===== src/rtl/wb_sram_rr_arbiter_pkg.sv =====
// Shared types and helpers for the two-master Wishbone SRAM arbiter.
package wb_sram_rr_arbiter_pkg;

  typedef enum logic [1:0] {
    IDLE   = 2'd0,
    ACCESS = 2'd1,
    DONE   = 2'd2
  } arb_state_e;

  // Number of byte-offset bits dropped when turning a byte address into a word address.
  function automatic int unsigned byte_offset_bits(input int unsigned data_width);
    return $clog2(data_width / 8);
  endfunction

endpackage


===== src/rtl/wb_sram_arb_rr2.sv =====
// Combinational 2-way round-robin picker; a held lock restricts the choice to the owner.
module wb_sram_arb_rr2 (
  input  logic [1:0] req,
  input  logic       last_grant,
  input  logic       lock,
  input  logic       owner,
  output logic       gnt_valid,
  output logic       gnt_idx
);

  always_comb begin
    gnt_valid = 1'b0;
    gnt_idx   = 1'b0;
    if (lock) begin
      gnt_valid = req[owner];
      gnt_idx   = owner;
    end else if (req == 2'b11) begin
      gnt_valid = 1'b1;
      gnt_idx   = ~last_grant;
    end else if (req != 2'b00) begin
      gnt_valid = 1'b1;
      gnt_idx   = req[1];
    end
  end

endmodule


===== src/rtl/wb_sram_rr_arbiter.sv =====
// Two-master Wishbone round-robin arbiter in front of one byte-enable SRAM.
// Define WB_SRAM_ARB_LOCK_EN to keep the bus with a master while its cyc stays high.
module wb_sram_rr_arbiter
  import wb_sram_rr_arbiter_pkg::*;
#(
  parameter int unsigned ADR_WIDTH       = 32,
  parameter int unsigned SRAM_ADDR_WIDTH = 10,
  parameter int unsigned DATA_WIDTH      = 32
) (
  input  logic                       clk,
  input  logic                       rstn,
  input  logic                       m0_cyc,
  input  logic                       m0_stb,
  input  logic                       m0_we,
  input  logic [DATA_WIDTH/8-1:0]    m0_sel,
  input  logic [ADR_WIDTH-1:0]       m0_adr,
  input  logic [DATA_WIDTH-1:0]      m0_dat_w,
  output logic [DATA_WIDTH-1:0]      m0_dat_r,
  output logic                       m0_ack,
  output logic                       m0_err,
  input  logic                       m1_cyc,
  input  logic                       m1_stb,
  input  logic                       m1_we,
  input  logic [DATA_WIDTH/8-1:0]    m1_sel,
  input  logic [ADR_WIDTH-1:0]       m1_adr,
  input  logic [DATA_WIDTH-1:0]      m1_dat_w,
  output logic [DATA_WIDTH-1:0]      m1_dat_r,
  output logic                       m1_ack,
  output logic                       m1_err,
  output logic [SRAM_ADDR_WIDTH-1:0] sram_addr,
  output logic                       sram_read_en,
  output logic                       sram_write_en,
  output logic [DATA_WIDTH/8-1:0]    sram_byte_en,
  output logic [DATA_WIDTH-1:0]      sram_write_data,
  input  logic [DATA_WIDTH-1:0]      sram_read_data
);

  localparam int unsigned B = byte_offset_bits(DATA_WIDTH);

  arb_state_e state_q, state_d;
  logic       last_grant_q;
  logic       grant_q;
  logic [1:0] req;
  logic       gnt_valid, gnt_idx;
  logic       lock, owner;

  logic                    g_we;
  logic [DATA_WIDTH/8-1:0] g_sel;
  logic [ADR_WIDTH-1:0]    g_adr;
  logic [DATA_WIDTH-1:0]   g_dat;
  logic                    unused_adr;

  assign req    = {m1_cyc & m1_stb, m0_cyc & m0_stb};
  assign g_we   = gnt_idx ? m1_we    : m0_we;
  assign g_sel  = gnt_idx ? m1_sel   : m0_sel;
  assign g_adr  = gnt_idx ? m1_adr   : m0_adr;
  assign g_dat  = gnt_idx ? m1_dat_w : m0_dat_w;
  assign unused_adr = ^g_adr;

  assign m0_dat_r = sram_read_data;
  assign m1_dat_r = sram_read_data;
  assign m0_err   = 1'b0;
  assign m1_err   = 1'b0;

`ifdef WB_SRAM_ARB_LOCK_EN
  logic locked_q, owner_q, owner_cyc;

  assign owner_cyc = owner_q ? m1_cyc : m0_cyc;
  // Lock only counts while the owner still holds cyc; the IDLE cycle that sees it low re-arbitrates.
  assign lock      = locked_q & owner_cyc;
  assign owner     = owner_q;

  always_ff @(posedge clk) begin
    if (!rstn) begin
      locked_q <= 1'b0;
      owner_q  <= 1'b0;
    end else if (state_q == DONE) begin
      locked_q <= grant_q ? m1_cyc : m0_cyc;
      owner_q  <= grant_q;
    end else if (state_q == IDLE && !owner_cyc) begin
      locked_q <= 1'b0;
    end
  end
`else
  assign lock  = 1'b0;
  assign owner = 1'b0;
`endif

  wb_sram_arb_rr2 u_pick (
    .req        (req),
    .last_grant (last_grant_q),
    .lock       (lock),
    .owner      (owner),
    .gnt_valid  (gnt_valid),
    .gnt_idx    (gnt_idx)
  );

  always_ff @(posedge clk) begin
    if (!rstn) state_q <= IDLE;
    else       state_q <= state_d;
  end

  always_comb begin
    state_d = state_q;
    m0_ack  = 1'b0;
    m1_ack  = 1'b0;
    unique case (state_q)
      IDLE:   if (gnt_valid) state_d = ACCESS;
      ACCESS: state_d = DONE;
      DONE: begin
        state_d = IDLE;
        m0_ack  = rstn & ~grant_q & m0_cyc & m0_stb;
        m1_ack  = rstn &  grant_q & m1_cyc & m1_stb;
      end
      default: state_d = IDLE;
    endcase
  end

  // Enables are registered on the grant edge so they are high exactly during ACCESS.
  always_ff @(posedge clk) begin
    if (!rstn) begin
      last_grant_q    <= 1'b1;
      grant_q         <= 1'b0;
      sram_addr       <= '0;
      sram_read_en    <= 1'b0;
      sram_write_en   <= 1'b0;
      sram_byte_en    <= '0;
      sram_write_data <= '0;
    end else begin
      sram_read_en  <= 1'b0;
      sram_write_en <= 1'b0;
      if (state_q == IDLE && gnt_valid) begin
        grant_q         <= gnt_idx;
        sram_addr       <= g_adr[SRAM_ADDR_WIDTH+B-1:B];
        sram_byte_en    <= g_sel;
        sram_write_data <= g_dat;
        sram_read_en    <= ~g_we;
        sram_write_en   <= g_we;
      end
      if (state_q == DONE) last_grant_q <= grant_q;
    end
  end

endmodule

===== config.mk =====
export PLATFORM = sky130hd
export DESIGN_NAME = wb_sram_rr_arbiter
export DESIGN_NICKNAME = d
export VERILOG_FILES = /design/src/rtl/wb_sram_rr_arbiter_pkg.sv /design/src/rtl/wb_sram_arb_rr2.sv /design/src/rtl/wb_sram_rr_arbiter.sv
export SDC_FILE = /design/constraint.sdc
export NUM_CORES = 1
export LEC_CHECK = 0
export BUFFER_PORTS_ARGS = -buffer_cell sky130_fd_sc_hd__buf_2
export CAP_MARGIN = 5
export CORE_AREA = 3 3 113 115
export DETAILED_ROUTE_END_ITERATION = 6
export DIE_AREA = 0 0 116 118
export GPL_TIMING_DRIVEN = 0
export PLACE_DENSITY_LB_ADDON = 0.08
export SYNTH_ARGS = -nofsm -noshare
export SYNTH_HDL_FRONTEND = slang
export SYNTH_HIERARCHICAL = 1
export SYNTH_SLANG_ARGS = --single-unit

===== constraint.sdc =====
create_clock -name clk -period 3 [get_ports clk]
set_input_delay 0.6 -clock clk [delete_from_list [all_inputs] [get_ports clk]]
set_output_delay 0.6 -clock clk [all_outputs]
set_load 0.01 [all_outputs]

Word-level counts from Yosys, hierarchy flattened. Cells that the tools add are included.

Output and inout bits: 116. Register bits: 52. Memories: 0. Word-level logic and storage cells: 39. Latch bits: 0. Memory bits (read-only): 0. RAM bits: 0.

Shifts and indexed selects: 0. $add $sub $neg: 0. Multiplexer cells: 12. Div/mod/pow operators: 0. Bitwise logic cells: 11. Eq/ne operators: 4. Magnitude comparators: 0. $mul: 0. Reduce and logical (&&, ||, !) cells: 4.

Operator list (count): $mux W32 (1); $mux W12 (1); $and A1 B1 Y1 (8); $mux W1 (7); $eq A2 B2 Y1 const B (2); $mux W4 (1); $pmux W2 S2 (1); $not A1 Y1 (3); $eq A2 B1 Y1 const B (1); $logic_not A2 Y1 (1); $mux W2 (1); $ne A2 B2 Y1 const B (1); $reduce_and A2 Y1 (1); $reduce_bool A2 Y1 (1); $logic_and A1 B1 Y1 (1).

Depth between registers and ports, before layout. Gate-level depths: netlist (run 1).

Depth after elaboration: 6. Gate-level depth with buffers: 8. Mapped depth without buffers: 5.

Modules after synthesis. The synthesis (run 1) kept the hierarchy.

By module, submodules not included: wb_sram_rr_arbiter (times used 1, area each 2831.5 µm², sequential area each 1041.0 µm², cells each 300); wb_sram_arb_rr2 (times used 1, area each 48.8 µm², sequential area each 0.0 µm², cells each 6).

Worst setup path before layout (run 1). OpenSTA, ideal clock, no wires.

Path type: in2reg. Start: input m0_cyc. End: register sram_write_data[12]. Path slack: 1.164 ns. Data arrival time: 1.711 ns. Data required time: 2.875 ns. Stages: 7. Setup time: 0.125 ns. Cell sequence: and2_1 a21boi_2 a2bb2oi_2 nor3b_2 buf_4 buf_6 o22ai_2.

Longest elaborated chain between the ends: 5. Elaborated cells on any way between the ends: 9. Those cells by class: 1 x eq/ne; 5 x mux; 1 x bitwise; 2 x reduce/logical.

Ends and longest elaborated chain: start, declared (line wb_sram_rr_arbiter.sv:12) `input logic m0_cyc,`; $and A1 B1 Y1 * (line wb_sram_rr_arbiter.sv:53) `assign req = {m1_cyc & m1_stb, m0_cyc & m0_stb};`; $reduce_bool A2 Y1 (line wb_sram_arb_rr2.sv:20) `end else if (req != 2'b00) begin`; $mux W1 (line wb_sram_arb_rr2.sv:20); $mux W1 * (line wb_sram_arb_rr2.sv:17) `end else if (req == 2'b11) begin`; net gnt_valid (line wb_sram_rr_arbiter.sv:44) `logic gnt_valid, gnt_idx;`; $logic_and A1 B1 Y1 * (line wb_sram_rr_arbiter.sv:132) `if (state_q == IDLE && gnt_valid) begin`; end signal, assigned (line wb_sram_rr_arbiter.sv:136) `sram_write_data <= g_dat;`; end, declared (line wb_sram_rr_arbiter.sv:34) `output logic [DATA_WIDTH-1:0] sram_write_data,`.

Mark *: on every way through the listed nets, which the timed path passes. The rest lies on a longest branch. A chain may end at the register's enable or synchronous reset.

Final worst setup path (run 1).
Start: input rstn. End: output m0_ack.

Longest elaborated chain between the ends: 4.

Ends and longest elaborated chain: start, declared (line wb_sram_rr_arbiter.sv:11) `input logic rstn,`; $and A1 B1 Y1 (3 in series) (line wb_sram_rr_arbiter.sv:112) `m0_ack = rstn & ~grant_q & m0_cyc & m0_stb;`; $mux W1 (line wb_sram_rr_arbiter.sv:107) `unique case (state_q)`; end, declared (line wb_sram_rr_arbiter.sv:19) `output logic m0_ack,`.

No other way between the ends.

==> results.py, run 1 <==
metrics = {
    "floorplan": {
        "coreArea_um2": 11900,
        "num_io_pins": 292,
        "die_w_um": 116,
        "rows": 40,
        "die_y_um": 118,
        "die_area_um2": 13700,
        "initial_core_util_pct": 24.2,
    },
    "critical_path": {
        "ff2ff_path_depth": 7,
        "rr_startpoint": "last_grant_q",
        "start_kind": "primary input",
        "crit_chain": "buf_4 -> nand3b_1 -> nor3b_1 -> buf_2",
        "ff2ff_setup_slack_ns": 1.52,
        "critical_path.max_stage_delay_ns": 0.20,
        "required_ns": 2.40,
        "end_kind": "output port",
        "cp_slowest_cell": "nor3b_1",
        "arrival_ns": 1.22,
        "critPathKind": "primary input to output port",
        "reg2reg_to": "sram_write_data[19]",
        "crit_fanout": 7,
    },
    "global_route": {
        "grt-ovfl-total": 0,
        "grt_pass1_vias": 2695,
        "grt_max_degree": 15,
        "grt_pass1_wl_um": 13000,
        "grt_usage_pct": 11.8,
        "antenna_found_initial": 0,
    },
    "drt": {
        "vias": 2744,
        "totalWireLength_um": 8660,
        "drt-pass1-iter-count": 4,
        "drc": 0,
        "via_per_inst": 4.03,
        "wire_per_inst_um": 12.7,
        "ant_nets": 0,
        "dr.first_iter.drc_count": 54,
    },
    "clocking": {
        "clockBufferDepth": 2,
        "numCtsBuffers": 5,
        "cts_tree": "yes",
        "htreeDepth": 2,
        "clock_sinks": 52,
        "cts_hold_buf": 0,
        "cts_resized": 0,
        "clock_latency_ns": 0.28,
        "post_cts_buffers": 0,
        "clkSlewWorstSetupHoldPaths_ns": 0.07,
        "cts-root-buf": "clkbuf_16",
    },
    "min_path": {
        "hold_end": "sram_addr[5]",
        "min_path_cells": 2,
        "hp-class": "register to register",
        "worstHoldStart": "sram_addr[5]",
    },
    "synthesis": {
        "yosys_warnings": 6,
        "synth_area_leaders": "dfxtp_1 36%, buf_4 18%, mux2i_1 17%, o22ai_1 8.3%, nand2_1 6.5%",
        "syn_inst": 306,
        "synth-seq-cells": 52,
        "yosysUniqueCellTypes": 25,
        "syn_area_um2": 2880,
        "synth_top_area_cell": "dfxtp_1",
        "ys_seq_area_share_pct": 36.1,
        "syn_avg_cell_area_um2": 9.41,
        "yosysTopAreaCellShare_pct": 36.1,
    },
    "timing": {
        "slew_viol_final": 0,
        "max_freq_ghz": 0.550,
        "layout_setup_ws_ns": 1.18,
        "tns_ns": 0,
        "fin_crit_ns": 1.82,
        "rsz0062_at_grt": "false",
        "setup_viol": 0,
        "fin_skew_ns": 0.00661,
        "final-hold-violation-count": 0,
        "period_share_pct": 60.6,
    },
    "finish": {
        "drive_gt1_share_pct": 59.2,
        "n_antenna_cell": 0,
        "syn2layout_area_growth_pct": 49.3,
        "nets": 709,
    },
    "power": {
        "vdd_drop_max_uv": 202,
        "p_per_area_nw_per_um2": 426,
        "design_power_total_mw": 1.83,
        "power_leakage_nw": 2.23,
    },
    "placement": {
        "place_congestion": 0.674,
        "dp_hpwl_um": 7100,
        "pre_cts_slack_ns": 0.843,
        "port_buffers": 212,
    },
    "status": {
        "status": "finished, final reports clean",
    },
    "run": {
        "cap_viol_max_count": 0,
    },
}
==> where the power goes <==
part | internal, mW | switching, mW
combinational | 0.262 | 0.233
sequential | 0.743 | 0.0251
clock | 0.333 | 0.237
total | 1.34 | 0.495
==> placed cells by master (no fill, tap or decap), types with 2 or more instances in the layout <==
cell type / instances
and2_1: 2
buf_2: 220
buf_4: 69
buf_6: 7
clkbuf_1: 5
clkbuf_16: 5
conb_1: 9
dfxtp_1: 52
inv_1: 2
mux2i_1: 48
nand2_1: 50
nand3b_1: 2
nor2_1: 3
nor2b_1: 3
o22ai_1: 38
o22ai_2: 8
==> metrics by stage <==
step	utilization [%]	std cells	hold WS (ns)	area, um2
finish	36.1	681	0.464	4300
global route	36.1	681	0.481	4300
CTS	36.1	681	0.465	4300
detailed placement	34.9	673	0.456	4160
global placement	34.9	673	0.450	4160
floorplan	-	314	0.454	2910
==> synth_stat cells (all sizes together) <==
| cell | n |
|---|---|
| a21boi | 1 |
| a22o | 1 |
| a2bb2oi | 1 |
| and2 | 2 |
| buf | 85 |
| clkbuf | 3 |
| conb | 1 |
| dfxtp | 52 |
| inv | 2 |
| mux2i | 48 |
| nand2 | 50 |
| nand3 | 1 |
| nand3b | 2 |
| nand4bb | 1 |
| nor2 | 4 |
| nor2b | 3 |
| nor3b | 2 |
| o211ai | 1 |
| o22ai | 46 |
==> worst max-delay path: cells and delay by family <==
family | cells | cell delay [ns]
buf+inv | 2 | 0.31
simple gates | 2 | 0.31
==> cell type report <==
type / instances / area, um2
plain buffers: 88 / 663
clock buffers: 8 / 146
fillers: 1294 / 7610
inverters: 2 / 7.51
multi-input cells: 172 / 1200
flip-flops and latches: 52 / 1040
well taps: 147 / 184
repair buffers: 212 / 1060
==> metal layers <==
layer | vias to the layer above | wire (um) | GRT usage (%) | share of wire, %
met5 | - | 0 | 0 | 0
met4 | 0 | 67 | 2.68 | 0.77
met3 | 6 | 915 | 3.44 | 11
met2 | 145 | 4180 | 20.3 | 48
met1 | 1161 | 3500 | 14.3 | 40
li1 | 1432 | - | - | -
==> how the worst max path moves through the flow <==
| stage | start | to | slack, ns |
|---|---|---|---|
| 5_1_grt | m1_cyc | sram_write_data[12] | 1.03 |
| 4_1_cts | rstn | m0_ack | 1.14 |
| 2_1_floorplan | m0_cyc | sram_write_data[12] | 1.16 |
| 3_3_place_gp | m1_cyc | sram_write_data[19] | 0.86 |
| 3_5_place_dp | m1_cyc | sram_write_data[19] | 0.84 |
| 6_report | rstn | m0_ack | 1.18 |
==> sequential cells by signal, indices dropped and copies added, names as in the netlist <==
| register | count |
|---|---|
| last_grant_q | 1 |
| state_q | 2 |
| sram_write_data | 32 |
| sram_addr | 10 |
| grant_q | 1 |
| sram_byte_en | 4 |
| sram_read_en | 1 |
| sram_write_en | 1 |
==> logic make-up (layout without fill, tap and decap cells) <==
kind of cell    Yosys count  after routing  synth area share (%)
compound gates           50             50                  13.2
buf+inv                  90            310                  23.3
simple gates             65             65                  10.6
flops                    52             52                  36.1
mux                      48             48                  16.7
other cells               1              9                 0.130
No activity file was read; power rests on OpenSTA's default activity.
==> run 2: changes to the inputs <==
--- a/config.mk
+++ b/config.mk
@@ -5,11 +5,12 @@
 export SDC_FILE = /design/constraint.sdc
 export NUM_CORES = 1
 export LEC_CHECK = 0
+export ABC_AREA = 1
 export BUFFER_PORTS_ARGS = -buffer_cell sky130_fd_sc_hd__buf_2
 export CAP_MARGIN = 5
-export CORE_AREA = 3 3 113 115
+export CORE_AREA = 3 3 111 113
 export DETAILED_ROUTE_END_ITERATION = 6
-export DIE_AREA = 0 0 116 118
+export DIE_AREA = 0 0 114 116
 export GPL_TIMING_DRIVEN = 0
 export PLACE_DENSITY_LB_ADDON = 0.08
 export SYNTH_ARGS = -nofsm -noshare
==> constraint.sdc (replaced) <==
create_clock -name clk -period 1.8 [get_ports clk]
set_input_delay 0.36 -clock clk [delete_from_list [all_inputs] [get_ports clk]]
set_output_delay 0.36 -clock clk [all_outputs]
set_load 0.01 [all_outputs]
==> run 2 against run 1 <==
Sequential cell count is the same. Non-clock buffer count grew 4. Cell count grew 35%. Critical endpoint unchanged. Largest cell class unchanged.
==> results.py, run 2 <==
metrics = {
    "min_path": {
        "worstHoldStart": "m0_adr[4]",
        "hold_end": "sram_addr[2]",
        "hp-class": "primary input to register",
        "min_path_cells": 5,
    },
    "drt": {
        "drt-pass1-iter-count": 4,
        "ant_nets": 0,
        "drc": 0,
        "vias": 3571,
        "dr.first_iter.drc_count": 82,
        "totalWireLength_um": 9540,
        "wire_per_inst_um": 10.4,
        "via_per_inst": 3.89,
    },
    "timing": {
        "fin_skew_ns": 0.00458,
        "period_share_pct": 89.9,
        "worst_slew_pin_slew_ns": 0.549,
        "final-hold-violation-count": 0,
        "slew_viol_final": 0,
        "fin_crit_ns": 1.62,
        "setup_viol": 0,
        "relSlewSlack_pct": 63.4,
        "worst_hold_slack_ns": 0.377,
        "max_freq_ghz": 0.618,
        "rsz0062_at_grt": "false",
    },
    "critical_path": {
        "cpMostUsedCell": "buf_2",
        "reg2reg_to": "sram_addr[8]",
        "end_kind": "output port",
        "crit_fanout": 10,
        "required_ns": 1.44,
        "start_kind": "primary input",
        "crit_path_start": "rstn",
        "critPathKind": "primary input to output port",
        "cp_slowest_cell": "buf_2",
        "crit_chain": "clkbuf_1 -> buf_2 -> nand2_1 -> nor3_1 -> buf_2",
        "ff2ff_path_depth": 10,
        "ff2ff_setup_slack_ns": 0.29,
        "crit_buf_inv": 3,
        "cp_top_family": "buffers and inverters",
        "arrival_ns": 1.26,
        "critical_path.max_stage_delay_ns": 0.28,
        "rr_startpoint": "last_grant_q",
    },
    "global_route": {
        "grt_pass1_wl_um": 14800,
        "antenna_found_initial": 0,
        "grt_usage_pct": 13.8,
        "grt-ovfl-total": 0,
        "grt_pass1_vias": 3351,
        "grt_max_degree": 15,
    },
    "synthesis": {
        "synth_top_area_cell": "dfxtp_1",
        "synth_edf_count": 0,
        "ys_seq_area_share_pct": 32.3,
        "async_flop_share_pct": 0,
        "yosysUniqueCellTypes": 18,
        "synth-seq-cells": 52,
        "synth_flop_cell": "dfxtp_1",
        "synth_area_leaders": "dfxtp_1 32%, nand2_1 28%, buf_4 15%, nor2_1 11%, inv_1 6.3%",
        "syn_area_um2": 3230,
        "syn_avg_cell_area_um2": 5.86,
        "syn_inst": 550,
        "yosysTopAreaCellShare_pct": 32.3,
        "yosys_warnings": 6,
        "synth_common_cells": "244 x nand2_1, 94 x nor2_1, 66 x buf_4",
        "yosysMostFrequentCell": "nand2_1",
    },
    "finish": {
        "largest_register_ffs": 32,
        "n_antenna_cell": 0,
        "layout_common_cells": "244 x nand2_1, 228 x buf_2, 94 x nor2_1",
        "largest_register": "sram_write_data",
        "nets": 951,
        "final_common_cell": "nand2_1",
        "reg_top3": "sram_write_data: 32 flops, sram_addr: 10 flops, sram_byte_en: 4 flops",
        "syn2layout_area_growth_pct": 43.3,
        "drive_gt1_share_pct": 39.5,
        "fin_area_um2": 4620,
        "final_core_util_pct": 40.5,
    },
    "floorplan": {
        "num_io_pins": 292,
        "initial_core_util_pct": 28.2,
        "die_area_um2": 13200,
        "die_w_um": 114,
        "coreArea_um2": 11400,
        "die_y_um": 116,
        "rows": 39,
    },
    "placement": {
        "port_buffers": 212,
        "dp_hpwl_um": 7710,
        "place_area_um2": 4490,
        "place_congestion": 0.767,
    },
    "clocking": {
        "cts_resized": 0,
        "post_cts_buffers": 0,
        "clockBufferDepth": 2,
        "cts-root-buf": "clkbuf_16",
        "htreeDepth": 2,
        "clkSlewWorstSetupHoldPaths_ns": 0.07,
        "clock_sinks": 52,
        "cts_tree": "yes",
        "clock_latency_ns": 0.28,
        "cts_hold_buf": 0,
        "numCtsBuffers": 5,
    },
    "power": {
        "vdd_drop_max_uv": 362,
        "power_leakage_nw": 2.92,
        "p_per_area_nw_per_um2": 703,
    },
    "status": {
        "status": "finished, final reports clean",
    },
    "run": {
        "cap_viol_max_count": 0,
    },
}
## run 2: changes by cell type after synthesis, sizes merged, moves of 2 or more
cell	delta
mux2i	-48
o22ai	-46
nand3	+3
nand2	+195
nand3b	-2
inv	+52
nor2b	-3
clkbuf	+3
nor2	+91
nor3	+4
nor3b	-2
## run 2: kinds of logic (layout without fill, tap and decap cells)
| group | Yosys count | in the layout | synth area share [%] |
|---|---|---|---|
| compound gates | 2 | 2 | 0.310 |
| buf+inv | 146 | 365 | 26.0 |
| other cells | 1 | 7 | 0.116 |
| simple gates | 349 | 349 | 41.3 |
| flops | 52 | 52 | 32.3 |
## run 2: power breakdown
group          total (mW)  internal (mW)  leakage, nW  switching [mW]
clock               0.920          0.507       0.0667           0.413
combinational        1.01          0.469         2.42           0.545
sequential           1.32           1.26        0.429          0.0537
## run 2: worst reg2reg max path, stage by stage (launching register included)
cell and delay, ns:
dfxtp_1 0.33, nand2_1 0.05, nand3_1 0.07, nand2_1 0.10, inv_1 0.08, buf_2 0.24
buf_2 0.27, nand2_1 0.09, nand2_1 0.09, nor2_1 0.05, nor2_1 0.09
## run 2: final cells by class
class / count / area [um2]
Sequential cell: 52 / 1040
Clock buffer: 6 / 129
Fill cell: 1287 / 6800
Buffer: 92 / 636
Inverter: 54 / 203
Timing Repair Buffer: 212 / 1060
Multi-Input combinational cell: 358 / 1370
Tap cell: 143 / 179
Clock inverter: 1 / 5.00
## run 2: how the worst max path moves through the flow
stage	endpoint	slack [ns]	cells after the start
after CTS	m0_ack	0.11	5
final	m0_ack	0.18	5
after floorplan	m0_ack	0.43	4
after detailed placement	sram_addr[8]	-0.02	13
after global placement	sram_addr[8]	-0.004	13
after global routing	m0_ack	0.02	5
## run 2: layer usage
layer | vias up | track usage (%) | wire length [um]
li1 | 1959 | - | -
met1 | 1468 | 16.4 | 3980
met2 | 142 | 25.5 | 4660
met3 | 2 | 2.92 | 860
met4 | 0 | 2.85 | 44
met5 | - | 0 | 0
## run 2: stage by stage
stage	setup slack [ns]	cells	power, mW	setup TNS [ns]
CTS	0.112	918	3.31	0
finish	0.182	918	3.25	0
floorplan	0.426	556	1.98	0
global placement	-0.00364	911	2.37	-0.00364
global route	0.0243	918	3.50	0
detailed placement	-0.0153	911	2.38	-0.0153
